File: src/rtl/counter_pkg.sv
// Shared types for the up/down counter family.
// Boundary mode selection is used by both the RTL and the testbench.
package counter_pkg;

  typedef enum logic {
    CNT_WRAP = 1'b0,
    CNT_SAT  = 1'b1
  } cnt_mode_e;

endpackage

File: src/rtl/counter_next.sv
// Combinational next-count and boundary-event logic for updown_counter.
// Arithmetic is carried in WIDTH+1 bits so crossings are seen before truncation.
module counter_next
  import counter_pkg::*;
#(
  parameter int unsigned         WIDTH   = 8,
  parameter logic [WIDTH-1:0]    MAX_VAL = {WIDTH{1'b1}},
  parameter cnt_mode_e           MODE    = CNT_WRAP
) (
  input  logic [WIDTH-1:0] count,
  input  logic [WIDTH-1:0] step,
  input  logic             up,
  output logic [WIDTH-1:0] nxt_c,
  output logic             evt_c
);

  localparam logic [WIDTH:0] MAX_X = {1'b0, MAX_VAL};
  localparam logic [WIDTH:0] MOD_X = MAX_X + (WIDTH+1)'(1);

  logic [WIDTH:0] cnt_x;
  logic [WIDTH:0] stp_x;
  logic [WIDTH:0] sum_x;

  // Clamp the step to the modulus range so a single update wraps at most once.
  always_comb begin
    cnt_x = {1'b0, count};
    stp_x = (step > MAX_VAL) ? MAX_X : {1'b0, step};
    sum_x = cnt_x + stp_x;
  end

  always_comb begin
    nxt_c = count;
    evt_c = 1'b0;
    if (stp_x != '0) begin
      if (up) begin
        if (sum_x > MAX_X) begin
          evt_c = 1'b1;
          nxt_c = (MODE == CNT_WRAP) ? WIDTH'(sum_x - MOD_X) : MAX_VAL;
        end else begin
          nxt_c = WIDTH'(sum_x);
        end
      end else begin
        if (stp_x > cnt_x) begin
          evt_c = 1'b1;
          nxt_c = (MODE == CNT_WRAP) ? WIDTH'(cnt_x + MOD_X - stp_x) : '0;
        end else begin
          nxt_c = WIDTH'(cnt_x - stp_x);
        end
      end
    end
  end

endmodule

File: src/rtl/updown_counter.sv
// Parametrised up/down counter with load, wrap/saturate, terminal-count pulse,
// sticky overflow and combinational compare match.
module updown_counter
  import counter_pkg::*;
#(
  parameter int unsigned      WIDTH   = 8,
  parameter logic [WIDTH-1:0] MAX_VAL = {WIDTH{1'b1}},
  parameter cnt_mode_e        MODE    = CNT_WRAP
) (
  input  logic             clk,
  input  logic             reset,
  input  logic             en,
  input  logic             up,
  input  logic [WIDTH-1:0] step,
  input  logic             load,
  input  logic [WIDTH-1:0] load_val,
  input  logic [WIDTH-1:0] cmp_val,
  input  logic             clr_ovf,
  output logic [WIDTH-1:0] count_out,
  output logic             tc,
  output logic             ovf,
  output logic             match
);

  logic [WIDTH-1:0] nxt_c;
  logic             evt_c;
  logic [WIDTH-1:0] load_clamp_c;
  logic             set_ovf_c;

  counter_next #(
    .WIDTH   (WIDTH),
    .MAX_VAL (MAX_VAL),
    .MODE    (MODE)
  ) u_next (
    .count (count_out),
    .step  (step),
    .up    (up),
    .nxt_c (nxt_c),
    .evt_c (evt_c)
  );

  always_comb begin
    load_clamp_c = (load_val > MAX_VAL) ? MAX_VAL : load_val;
    set_ovf_c    = en & ~load & evt_c;
  end

  // Priority: reset > load > en; a set event outranks clr_ovf.
  always_ff @(posedge clk) begin
    if (reset) begin
      count_out <= '0;
      tc        <= 1'b0;
      ovf       <= 1'b0;
    end else begin
      if (load) begin
        count_out <= load_clamp_c;
      end else if (en) begin
        count_out <= nxt_c;
      end
      tc  <= set_ovf_c;
      ovf <= set_ovf_c | (ovf & ~clr_ovf);
    end
  end

  assign match = (count_out == cmp_val);

endmodule

File: config.mk
export PLATFORM = sky130hd
export DESIGN_NAME = updown_counter
export DESIGN_NICKNAME = d
export VERILOG_FILES = /design/src/rtl/counter_pkg.sv /design/src/rtl/counter_next.sv /design/src/rtl/updown_counter.sv
export SDC_FILE = /design/constraint.sdc
export NUM_CORES = 1
export LEC_CHECK = 0
export BUFFER_PORTS_ARGS = -buffer_cell sky130_fd_sc_hd__buf_2
export CORE_MARGIN = 2
export CORE_UTILIZATION = 57
export DETAILED_ROUTE_END_ITERATION = 7
export HOLD_SLACK_MARGIN = 0.08
export PLACE_DENSITY = 0.94
export SLEW_MARGIN = 20
export SYNTH_ARGS = -nofsm -noshare
export SYNTH_HDL_FRONTEND = slang
export SYNTH_SLANG_ARGS = --single-unit
export TNS_END_PERCENT = 30
File: constraint.sdc
create_clock -name clk -period 5.55 [get_ports clk]
set_input_delay 0.8325 -clock clk [delete_from_list [all_inputs] [get_ports clk]]
set_output_delay 0.8325 -clock clk [all_outputs]
set_load 0.01 [all_outputs]
==> metrics.md, run 1 <==
| Metric | Value |
|---|---|
| Mapped Cells | 180 |
| First-pass GRT wire length | 6150 um |
| Crit path DAT | 2730 ps |
| Switching Fraction | 40.3% |
| Area leader, netlist | ha_1 |
| Via/cell ratio | 6.00 |
| Max cap viols | 0 |
| Clock network fraction of total power | 23.3% |
| Final hold vios | 0 |
| Initial antenna violation count | 0 |
| Post-CTS sizing | 0 |
| Final ANT Viol Nets | 0 |
| Total CTS buffers | 3 |
| Mapped Area | 1470 um2 |
| Rel. slew slack | 56.5% |
| Dpl hpwl | 3100 um |
| Hold Slack | 489 ps |
| Bufs and invs on worst path | 2 |
| Sequential share of power | 29.7% |
| Share of layout cells above drive strength 1 | 24.9% |
| Clk_skew | 7.85 ps |
| Synthesized area per cell | 8.19 um2 |
| Fin crit share | 46.5% |
| Critical path's slowest cell | a2111oi_0 |
| HP Start | ovf$_SDFF_PP0_ |
| Worst-margin pin slew | 636 ps |
| Finished Core Util | 69.4% |
| Internal power | 0.000177 W |
| Standard-cell rows | 18 |
| Status | completed |
| Number of I/O pins | 41 |
| Post-synth ARST share | 0% |
| Clock root buffer | clkbuf_4 |
| Wirelength per Cell | 15.7 um |
| Leak Pwr | 0.791 nW |
| Commonest cells post-synth | ha_1 (23), inv_1 (18), a21oi_1 (12), nand2_1 (12), nor2_1 (12) |
| CTS tree | built |
| Cts hold-fix bufs | 0 |
| Final nets | 273 |
| Area Growth Syn to Fin | 15.5% |
| Startpoint types | input port |
| CTS H-tree lvls | 1 |
| Reg2Reg Depth | 8 |
| Setup slack, reg-to-reg | 3260 ps |
| Crit path kind | in -> reg |
| DR iter-0 viols | 68 |
| DIE WIDTH | 54.9 um |
| Die H | 54.9 um |
| Largest net degree at the start of global routing | 21 |
| FF+latch count, synth | 10 |
| Ant diodes | 0 |
| Ranking of synthesized cells by area | ha_1 (20%), dfxtp_1 (14%), xnor2_1 (5.3%) |
| Vias in the first global route | 1352 |
| Grt total ovfl | 0 |
| CP peak stage delay | 560 ps |
| Syn_nets | 235 |
| Clock Pin Slew Worst Setup and Hold Paths | 70 ps |
| FMAX | 387 MHz |
| Clock Sinks | 10 |
| Post-synthesis sequential area ratio | 13.6% |
| Count leader, synth | ha_1 |
| Comb pwr share | 47.0% |
| Finished layout cell area | 1700 um2 |
| DRT Wirelength | 3880 um |
| R2r startpoint | count_out[0]$_SDFFE_PP0P_ |
| Minimum clock period | 2580 ps |
| Sw Pwr | 0.000120 W |
| Synth unique cells | 49 |
| Tot Pwr | 0.000297 W |
| Clk_lat worst skew | 280 ps |
| Critical path fanouts, max | 9 |
| GRT Util Overall | 29.6% |
| Sequence of cells on the critical path | buf_2 > inv_1 > ha_1 > a21oi_1 > a21oi_1 > a2111oi_0 > or4_1 > o211ai_1 |
| Via count | 1483 |
| First-pass DRT Iterations | 5 |
| Max VDD drop | 0.000176 V |
| Final setup fails | 0 |
| Filler cells | 208 |
| Synth Warn # | 0 |
| Max Buffers Root-to-Sink | 2 |
| Postcts setup bufs | 0 |
| Placed cell areas | 1670 um2 |
| Number of remaining DRC errors | 0 |
| Crit path top cell by count | a21oi_1 |
| Power per cell area | 174 nW/um2 |
| Core Area | 2450 um2 |
| Ys flop type | dfxtp_1 |
| Family with the most delay on the worst path | compound AO/OA/AOI/OAI gates |
| Req. time, crit path | 5700 ps |
| Class of the worst hold path | reg -> reg |
| Starting Density | 60.0% |
| Die area | 3010 um2 |
| Port buffer count | 40 |
| WHS Path Cells | 1 |
| Hold endpoint | ovf$_SDFF_PP0_ |
| Setup TNS | 0 ps |
| Area share of the largest cell type after synthesis | 19.5% |
| Critical Path End Type | flip-flop |
| Count of final max-slew check failures | 0 |
| Worst R2R End | count_out[6]$_SDFFE_PP0P_ |
| GPL Wtd Cong | 0.966 |
| RSZ-0062 raised after global routing | false |
| Post-synth EDFFs | 0 |
-- layer usage --
| metal | up-vias | share of wire (%) | GRT usage [%] | routed length (um) |
|---|---|---|---|---|
| met5 | - | 0 | 0 | 0 |
| met1 | 661 | 42 | 38.0 | 1640 |
| met3 | 13 | 8.7 | 4.92 | 336 |
| met2 | 87 | 47 | 48.2 | 1810 |
| li1 | 722 | - | - | - |
| met4 | 0 | 2.4 | 12.9 | 94 |
-- power groups by stage --
stage	clock network, W	registers (W)	logic [W]
floorplan	0	0.0000903	0.0000923
global placement	0	0.0000896	0.000135
detailed placement	0	0.0000898	0.000135
CTS	0.0000690	0.0000882	0.000137
global route	0.0000727	0.0000896	0.000154
finish	0.0000693	0.0000881	0.000140
-- through the flow --
step                setup slack, ps  instances
global placement               2800        243
detailed placement             2740        243
global route                   2920        247
finish                         2970        247
floorplan                      3120        180
CTS                            3020        247
-- registers in the layout, indices dropped and copies added, names as in the netlist --
name	count
ovf	1
tc	1
count_out	8
-- how the worst max path moves through the flow --
stage                        from                        end  cells after the start
after floorplan           step[0]  count_out[6]$_SDFFE_PP0P_                      7
after global placement    step[0]  count_out[6]$_SDFFE_PP0P_                      8
after detailed placement  step[0]  count_out[6]$_SDFFE_PP0P_                      8
after CTS                 step[0]  count_out[6]$_SDFFE_PP0P_                      8
after global routing      step[3]  count_out[6]$_SDFFE_PP0P_                      8
final                     step[3]  count_out[6]$_SDFFE_PP0P_                      8
-- layout by cell type, fill, tap and decap left out, types with 2 or more instances in the layout --
| cell type | count |
|---|---|
| mux2i_1 | 3 |
| xnor2_1 | 9 |
| ha_1 | 23 |
| o211ai_1 | 3 |
| a2111oi_0 | 2 |
| nand3b_1 | 2 |
| nor2b_1 | 2 |
| nand2_1 | 12 |
| a22oi_1 | 3 |
| nand3_1 | 2 |
| inv_1 | 18 |
| a21oi_1 | 12 |
| or4_1 | 2 |
| a211o_1 | 3 |
| nand4_1 | 3 |
| buf_2 | 40 |
| a211oi_1 | 2 |
| nor3_1 | 4 |
| nor2_1 | 12 |
| o21ai_0 | 10 |
| o311ai_0 | 2 |
| dfxtp_1 | 10 |
| and2b_2 | 2 |
| clkbuf_4 | 3 |
| nor4_4 | 2 |
| nand2b_1 | 6 |
| fa_1 | 2 |
| xor2_1 | 2 |
-- logic make-up (layout without fill, tap and decap cells) --
family	Yosys count	after routing	share of synthesized area, %
fa+ha+maj	25	25	22.2
simple gates	54	54	21.6
compound gates	52	52	26.4
xor+xnor	11	11	6.54
mux	3	3	2.04
flops	10	10	13.6
buf+inv	25	62	7.64
-- final cells by class --
class                   count  area [um2]  area share (%)
well taps                  30        37.5            2.20
clock buffers               4        36.3            2.13
repair buffers             40         200            11.8
inverters                  18        67.6            3.97
multi-input cells         145        1160            68.2
flip-flops and latches     10         200            11.8
Note: power is estimated with default switching activity, not from simulation.
==> run 2: changes to the inputs <==
Settings changed: CORE_UTILIZATION 57 to 48, PLACE_DENSITY 0.94 to 0.85.
Clock period 5.55 ns to 2.3 ns, I/O delays scaled along.
==> run 2 against run 1 <==
Effect of this change: combinational power increased to 2.6 times the previous value; die area grew 17%; flip-flop and latch count is the same; sequential power increased by 140%; final area increased by 2.9%; cell count up 3.6%; critical path depth decreased by 2; clock power up 140%; first-iteration DRC count shrank 10%; sequential share of layout area is 0.33 points lower; wire length is 7.6% higher; count of clock-buffer cells in the layout stayed put; largest cell class unchanged.
==> metrics.md, run 2 (same netlist as run 1, synthesis figures left out) <==
| Metric | Value |
|---|---|
| Port buffer count | 40 (unchanged) |
| Crit path DAT | 2320 ps (was 2730 ps) |
| Req. time, crit path | 2470 ps (was 5700 ps) |
| Setup TNS | 0 ps (unchanged) |
| Register with the most flip-flops | count_out (unchanged) |
| Rel. slew slack | 53.9% (was 56.5%) |
| Crit path kind | reg -> reg (was in -> reg) |
| Commonest non-fill, non-tap cell in the layout | buf_2 (unchanged) |
| GPL Wtd Cong | 0.959 (was 0.966) |
| GRT Util Overall | 26.2% (was 29.6%) |
| Hold Slack | 314 ps (was 489 ps) |
| RSZ-0062 raised after global routing | false (unchanged) |
| Class of the worst hold path | in -> reg (was reg -> reg) |
| DR iter-0 viols | 61 (was 68) |
| Via/cell ratio | 5.95 (was 6.00) |
| Max Buffers Root-to-Sink | 2 (unchanged) |
| Clock root buffer | clkbuf_4 (unchanged) |
| Commonest cells after routing, fill and taps aside | buf_2 (40), ha_1 (23), inv_1 (18) (unchanged) |
| Die H | 59.4 um (was 54.9 um) |
| Grt total ovfl | 0 (unchanged) |
| Minimum clock period | 2160 ps |
| Count of final max-slew check failures | 0 (unchanged) |
| R2r startpoint | count_out[3]$_SDFFE_PP0P_ (was count_out[0]$_SDFFE_PP0P_) |
| Startpoint types | flip-flop (was input port) |
| First-pass DRT Iterations | 4 (was 5) |
| Max VDD drop | 0.000385 V (was 0.000176 V) |
| Dpl hpwl | 3400 um (was 3100 um) |
| Clock Pin Slew Worst Setup and Hold Paths | 80 ps (was 70 ps) |
| DRT Wirelength | 4180 um (was 3880 um) |
| Critical path fanouts, max | 9 (unchanged) |
| Max cap viols | 0 (unchanged) |
| First-pass GRT wire length | 6990 um (was 6150 um) |
| Final ANT Viol Nets | 0 (unchanged) |
| Fin crit share | 93.8% |
| Clock Sinks | 10 (unchanged) |
| Final hold vios | 0 (unchanged) |
| Total CTS buffers | 3 (unchanged) |
| Initial antenna violation count | 0 (unchanged) |
| Critical Path End Type | flip-flop (unchanged) |
| Area Growth Syn to Fin | 18.8% (was 15.5%) |
| Wirelength per Cell | 16.3 um (was 15.7 um) |
| Postcts setup bufs | 0 (unchanged) |
| Starting Density | 49.5% (was 60.0%) |
| Largest net degree at the start of global routing | 21 (unchanged) |
| Leak Pwr | 0.822 nW (was 0.791 nW) |
| DIE WIDTH | 59.4 um (was 54.9 um) |
| Final nets | 279 (was 273) |
| Number of remaining DRC errors | 0 (unchanged) |
| Vias in the first global route | 1529 (was 1352) |
| HP Start | load_val[4] (was ovf$_SDFF_PP0_) |
| Standard-cell rows | 20 (was 18) |
| Share of layout cells above drive strength 1 | 26.9% (was 24.9%) |
| Post-CTS sizing | 0 (unchanged) |
| Power per cell area | 421 nW/um2 (was 174 nW/um2) |
| Clk_lat worst skew | 280 ps (about the same) |
| Core Area | 2980 um2 (was 2450 um2) |
| Cts hold-fix bufs | 0 (unchanged) |
| Worst Setup SP | count_out[3]$_SDFFE_PP0P_ (was step[3]) |
| Top Registers | count_out: 8 flops, ovf: 1 flops, tc: 1 flops (unchanged) |
| Die area | 3530 um2 (was 3010 um2) |
| CTS H-tree lvls | 1 (unchanged) |
| CTS tree | built (unchanged) |
| Largest register FFs | 8 (unchanged) |
| Ant diodes | 0 (unchanged) |
| Status | completed (unchanged) |
| FMAX | 464 MHz |
| Final setup fails | 0 (unchanged) |
| Number of I/O pins | 41 (unchanged) |
| Worst-margin pin slew | 674 ps (was 636 ps) |
| Via count | 1523 (was 1483) |
| Clk_skew | 11.3 ps (was 7.85 ps) |
run 2: changes by cell type in the layout (fill, tap and decap cells not counted), sizes merged:
cell | before | now
buf | 40 | 46
run 2: final cells by class:
type	instances	area (um2)
Clock buffer	4	36.3
Timing Repair Buffer	46	245
Inverter	18	67.6
Fill cell	260	1230
Tap cell	33	41.3
Multi-Input combinational cell	145	1160
Sequential cell	10	200
run 2: metal layers:
| metal | wire length (um) | GRT usage [%] | part of all wire (%) | vias to the layer above |
|---|---|---|---|---|
| met4 | 222 | 12.7 | 5.3 | 0 |
| li1 | - | - | - | 732 |
| met3 | 193 | 3.49 | 4.6 | 25 |
| met5 | 0 | 0 | 0 | - |
| met2 | 2010 | 44.4 | 48 | 57 |
| met1 | 1760 | 32.2 | 42 | 709 |
run 2: worst max-delay path, stage by stage, from the launching register on:
cell and delay, ps:
dfxtp_1 460, ha_1 390, a21oi_1 220, a21oi_1 90
a2111oi_0 600, or4_1 210, o211ai_1 70
run 2: final timing paths:
| check | to | slack, ps | cells after the start |
|---|---|---|---|
| setup / recovery | count_out[6]$_SDFFE_PP0P_ | 140 | 6 |
| hold / removal | count_out[4]$_SDFFE_PP0P_ | 310 | 3 |
| setup reg to reg | count_out[6]$_SDFFE_PP0P_ | 140 | 6 |
| hold reg to reg | ovf$_SDFF_PP0_ | 490 | 1 |
run 2: power by group:
part / internal [W] / leakage (nW) / switching [W] / total (W)
combinational: 0.000155 / 0.718 / 0.000206 / 0.000361
clock: 0.0000963 / 0.0210 / 0.0000717 / 0.000168
sequential: 0.000188 / 0.0826 / 0.0000204 / 0.000208
total: 0.000439 / 0.822 / 0.000298 / 0.000737
run 2: metrics by stage:
stage	instances	utilization, %	instance area, um2	total power [W]	setup WS, ps
floorplan	180	-	1470	0.000441	251
global placement	252	57.6	1720	0.000555	118
detailed placement	252	57.6	1720	0.000563	60.4
CTS	256	58.8	1750	0.000731	175
global route	256	58.8	1750	0.000784	36.2
finish	256	58.8	1750	0.000737	143
==> run 3: changes to the inputs <==
Settings changed: PLACE_DENSITY 0.85 to 0.77.
==> run 3 against run 2 <==
Effect of this change: final area about the same; count of clock-buffer cells in the layout stayed put; sequential share of layout area up 0.063 points; sequential power about the same; first-iteration DRC count down 33%; global-route usage fell by 2.3 points; non-clock buffer count unchanged; setup slack better by 18 ps; critical path depth increased by 2; wire length decreased by 8.3%; combinational power shrank 1%; cell count did not move; largest power group unchanged.
==> metrics.md, run 3 (same netlist as run 1, synthesis figures left out) <==
| Metric | Value |
|---|---|
| Max VDD drop | 0.000360 V (was 0.000385 V) |
| CTS H-tree lvls | 1 (unchanged) |
| Clock Pin Slew Worst Setup and Hold Paths | 70 ps (was 80 ps) |
| DIE WIDTH | 59.4 um (unchanged) |
| Placed cell areas | 1720 um2 (unchanged) |
| GPL Wtd Cong | 0.914 (was 0.959) |
| Power per cell area | 414 nW/um2 (was 421 nW/um2) |
| Wirelength per Cell | 15.0 um (was 16.3 um) |
| Top Registers | count_out: 8 flops, ovf: 1 flops, tc: 1 flops (unchanged) |
| Filler cells | 273 (was 260) |
| Critical Path End Type | flip-flop (unchanged) |
| Req. time, crit path | 2500 ps (was 2470 ps) |
| Register with the most flip-flops | count_out (unchanged) |
| Initial antenna violation count | 0 (unchanged) |
| Final setup fails | 0 (unchanged) |
| Final setup margin | 161 ps (was 143 ps) |
| Tot Pwr | 0.000727 W (was 0.000737 W) |
| Finished layout cell area | 1750 um2 (about the same) |
| Clk_skew | 5.50 ps (was 11.3 ps) |
| DR iter-0 viols | 41 (was 61) |
| Worst-margin pin slew | 579 ps (was 674 ps) |
| Setup TNS | 0 ps (unchanged) |
| Total CTS buffers | 3 (unchanged) |
| Dpl hpwl | 3150 um (was 3400 um) |
| Crit path kind | reg -> reg (unchanged) |
| Port buffer count | 40 (unchanged) |
| FF+latch area | 201 um2 (was 200 um2) |
| Core Area | 2980 um2 (unchanged) |
| Commonest non-fill, non-tap cell in the layout | buf_2 (unchanged) |
| R2r startpoint | count_out[0]$_SDFFE_PP0P_ (was count_out[3]$_SDFFE_PP0P_) |
| Leak Pwr | 0.821 nW (was 0.822 nW) |
| Final nets | 279 (unchanged) |
| Fin crit share | 93.0% (was 93.8%) |
| Largest net degree at the start of global routing | 21 (unchanged) |
| Max Buffers Root-to-Sink | 2 (unchanged) |
| Minimum clock period | 2140 ps (was 2160 ps) |
| HP Start | load_val[4] (unchanged) |
| Die area | 3530 um2 (unchanged) |
| Startpoint types | flip-flop (unchanged) |
| Class of the worst hold path | in -> reg (unchanged) |
| Starting Density | 49.5% (unchanged) |
| Clock root buffer | clkbuf_4 (unchanged) |
| Clock Sinks | 10 (unchanged) |
| Die H | 59.4 um (unchanged) |
| Clk_lat worst skew | 270 ps (was 280 ps) |
| Number of I/O pins | 41 (unchanged) |
| Via count | 1486 (was 1523) |
| Vias in the first global route | 1317 (was 1529) |
| DRT Wirelength | 3830 um (was 4180 um) |
| Share of layout cells above drive strength 1 | 27.4% (was 26.9%) |
| First-pass GRT wire length | 6410 um (was 6990 um) |
| CTS tree | built (unchanged) |
| Status | completed (unchanged) |
| Via/cell ratio | 5.80 (was 5.95) |
| Count of final max-slew check failures | 0 (unchanged) |
| Postcts setup bufs | 0 (unchanged) |
| Worst Setup SP | count_out[0]$_SDFFE_PP0P_ (was count_out[3]$_SDFFE_PP0P_) |
| Number of remaining DRC errors | 0 (unchanged) |
| Area Growth Syn to Fin | 18.9% (was 18.8%) |
| Rel. slew slack | 60.4% (was 53.9%) |
| RSZ-0062 raised after global routing | false (unchanged) |
| First-pass DRT Iterations | 4 (unchanged) |
| Max cap viols | 0 (unchanged) |
| Crit path DAT | 2340 ps (was 2320 ps) |
| Final hold vios | 0 (unchanged) |
| Grt total ovfl | 0 (unchanged) |
| Commonest cells after routing, fill and taps aside | buf_2 (40), ha_1 (23), inv_1 (18) (unchanged) |
| GRT Util Overall | 23.9% (was 26.2%) |
| Largest register FFs | 8 (unchanged) |
| Ant diodes | 0 (unchanged) |
| Multi-input gate area | 1160 um2 (unchanged) |
| Hold Slack | 310 ps (was 314 ps) |
| Worst slack, placed | 80.9 ps (was 60.4 ps) |
| Final ANT Viol Nets | 0 (unchanged) |
| FMAX | 468 MHz (was 464 MHz) |
| Standard-cell rows | 20 (unchanged) |
| Critical path fanouts, max | 6 (was 9) |
## run 3: changes by cell type in the layout (fill, tap and decap cells not counted)
cell,change
dfxtp_1,-1
dfxtp_2,+1
## run 3: per-layer routing
layer | vias up | GRT usage [%] | share of wire, %
li1 | 733 | - | -
met1 | 701 | 35.7 | 46
met2 | 48 | 37.5 | 46
met3 | 4 | 2.18 | 6.9
met4 | 0 | 3.90 | 0.52
met5 | - | 0 | 0
## run 3: critical path, stage by stage (launching register included)
cell and delay, ps:
dfxtp_2 380, inv_1 50, ha_1 210, fa_1 390
nand3b_1 190, a21oi_1 150, a2111oi_0 100, or4_1 500
o211ai_1 90
## run 3: final timing paths
kind	cells past startpoint	slack, ps	to
setup / recovery	8	160	count_out[6]$_SDFFE_PP0P_
hold / removal	3	310	count_out[4]$_SDFFE_PP0P_
setup reg to reg	8	160	count_out[6]$_SDFFE_PP0P_
hold reg to reg	1	480	ovf$_SDFF_PP0_
## run 3: final cells by class
cell class	count	area share, %
tap	33	2.36
timing repair buffer	46	14.0
multi-input combinational	145	66.2
sequential	10	11.5
inverter	18	3.85
clock buffer	4	2.07
## run 3: report_power, final
| part | switching (W) | total, W | internal [W] |
|---|---|---|---|
| Sequential | 0.0000193 | 0.000207 | 0.000188 |
| Combinational | 0.000199 | 0.000357 | 0.000157 |
| Clock | 0.0000661 | 0.000162 | 0.0000961 |
| Total | 0.000285 | 0.000727 | 0.000442 |
## run 3: metrics by stage
step / std cells / utilization [%]
final: 256 / 58.9
after floorplan: 180 / -
after detailed placement: 252 / 57.6
after CTS: 256 / 58.8
after global placement: 252 / 57.6
after global routing: 256 / 58.9
## run 3: repair_timing
action | CTS | global route
endpoints found under the setup margin | 0 | 1
gates resized for setup | 0 | 1
hold buffers | 0 | 0
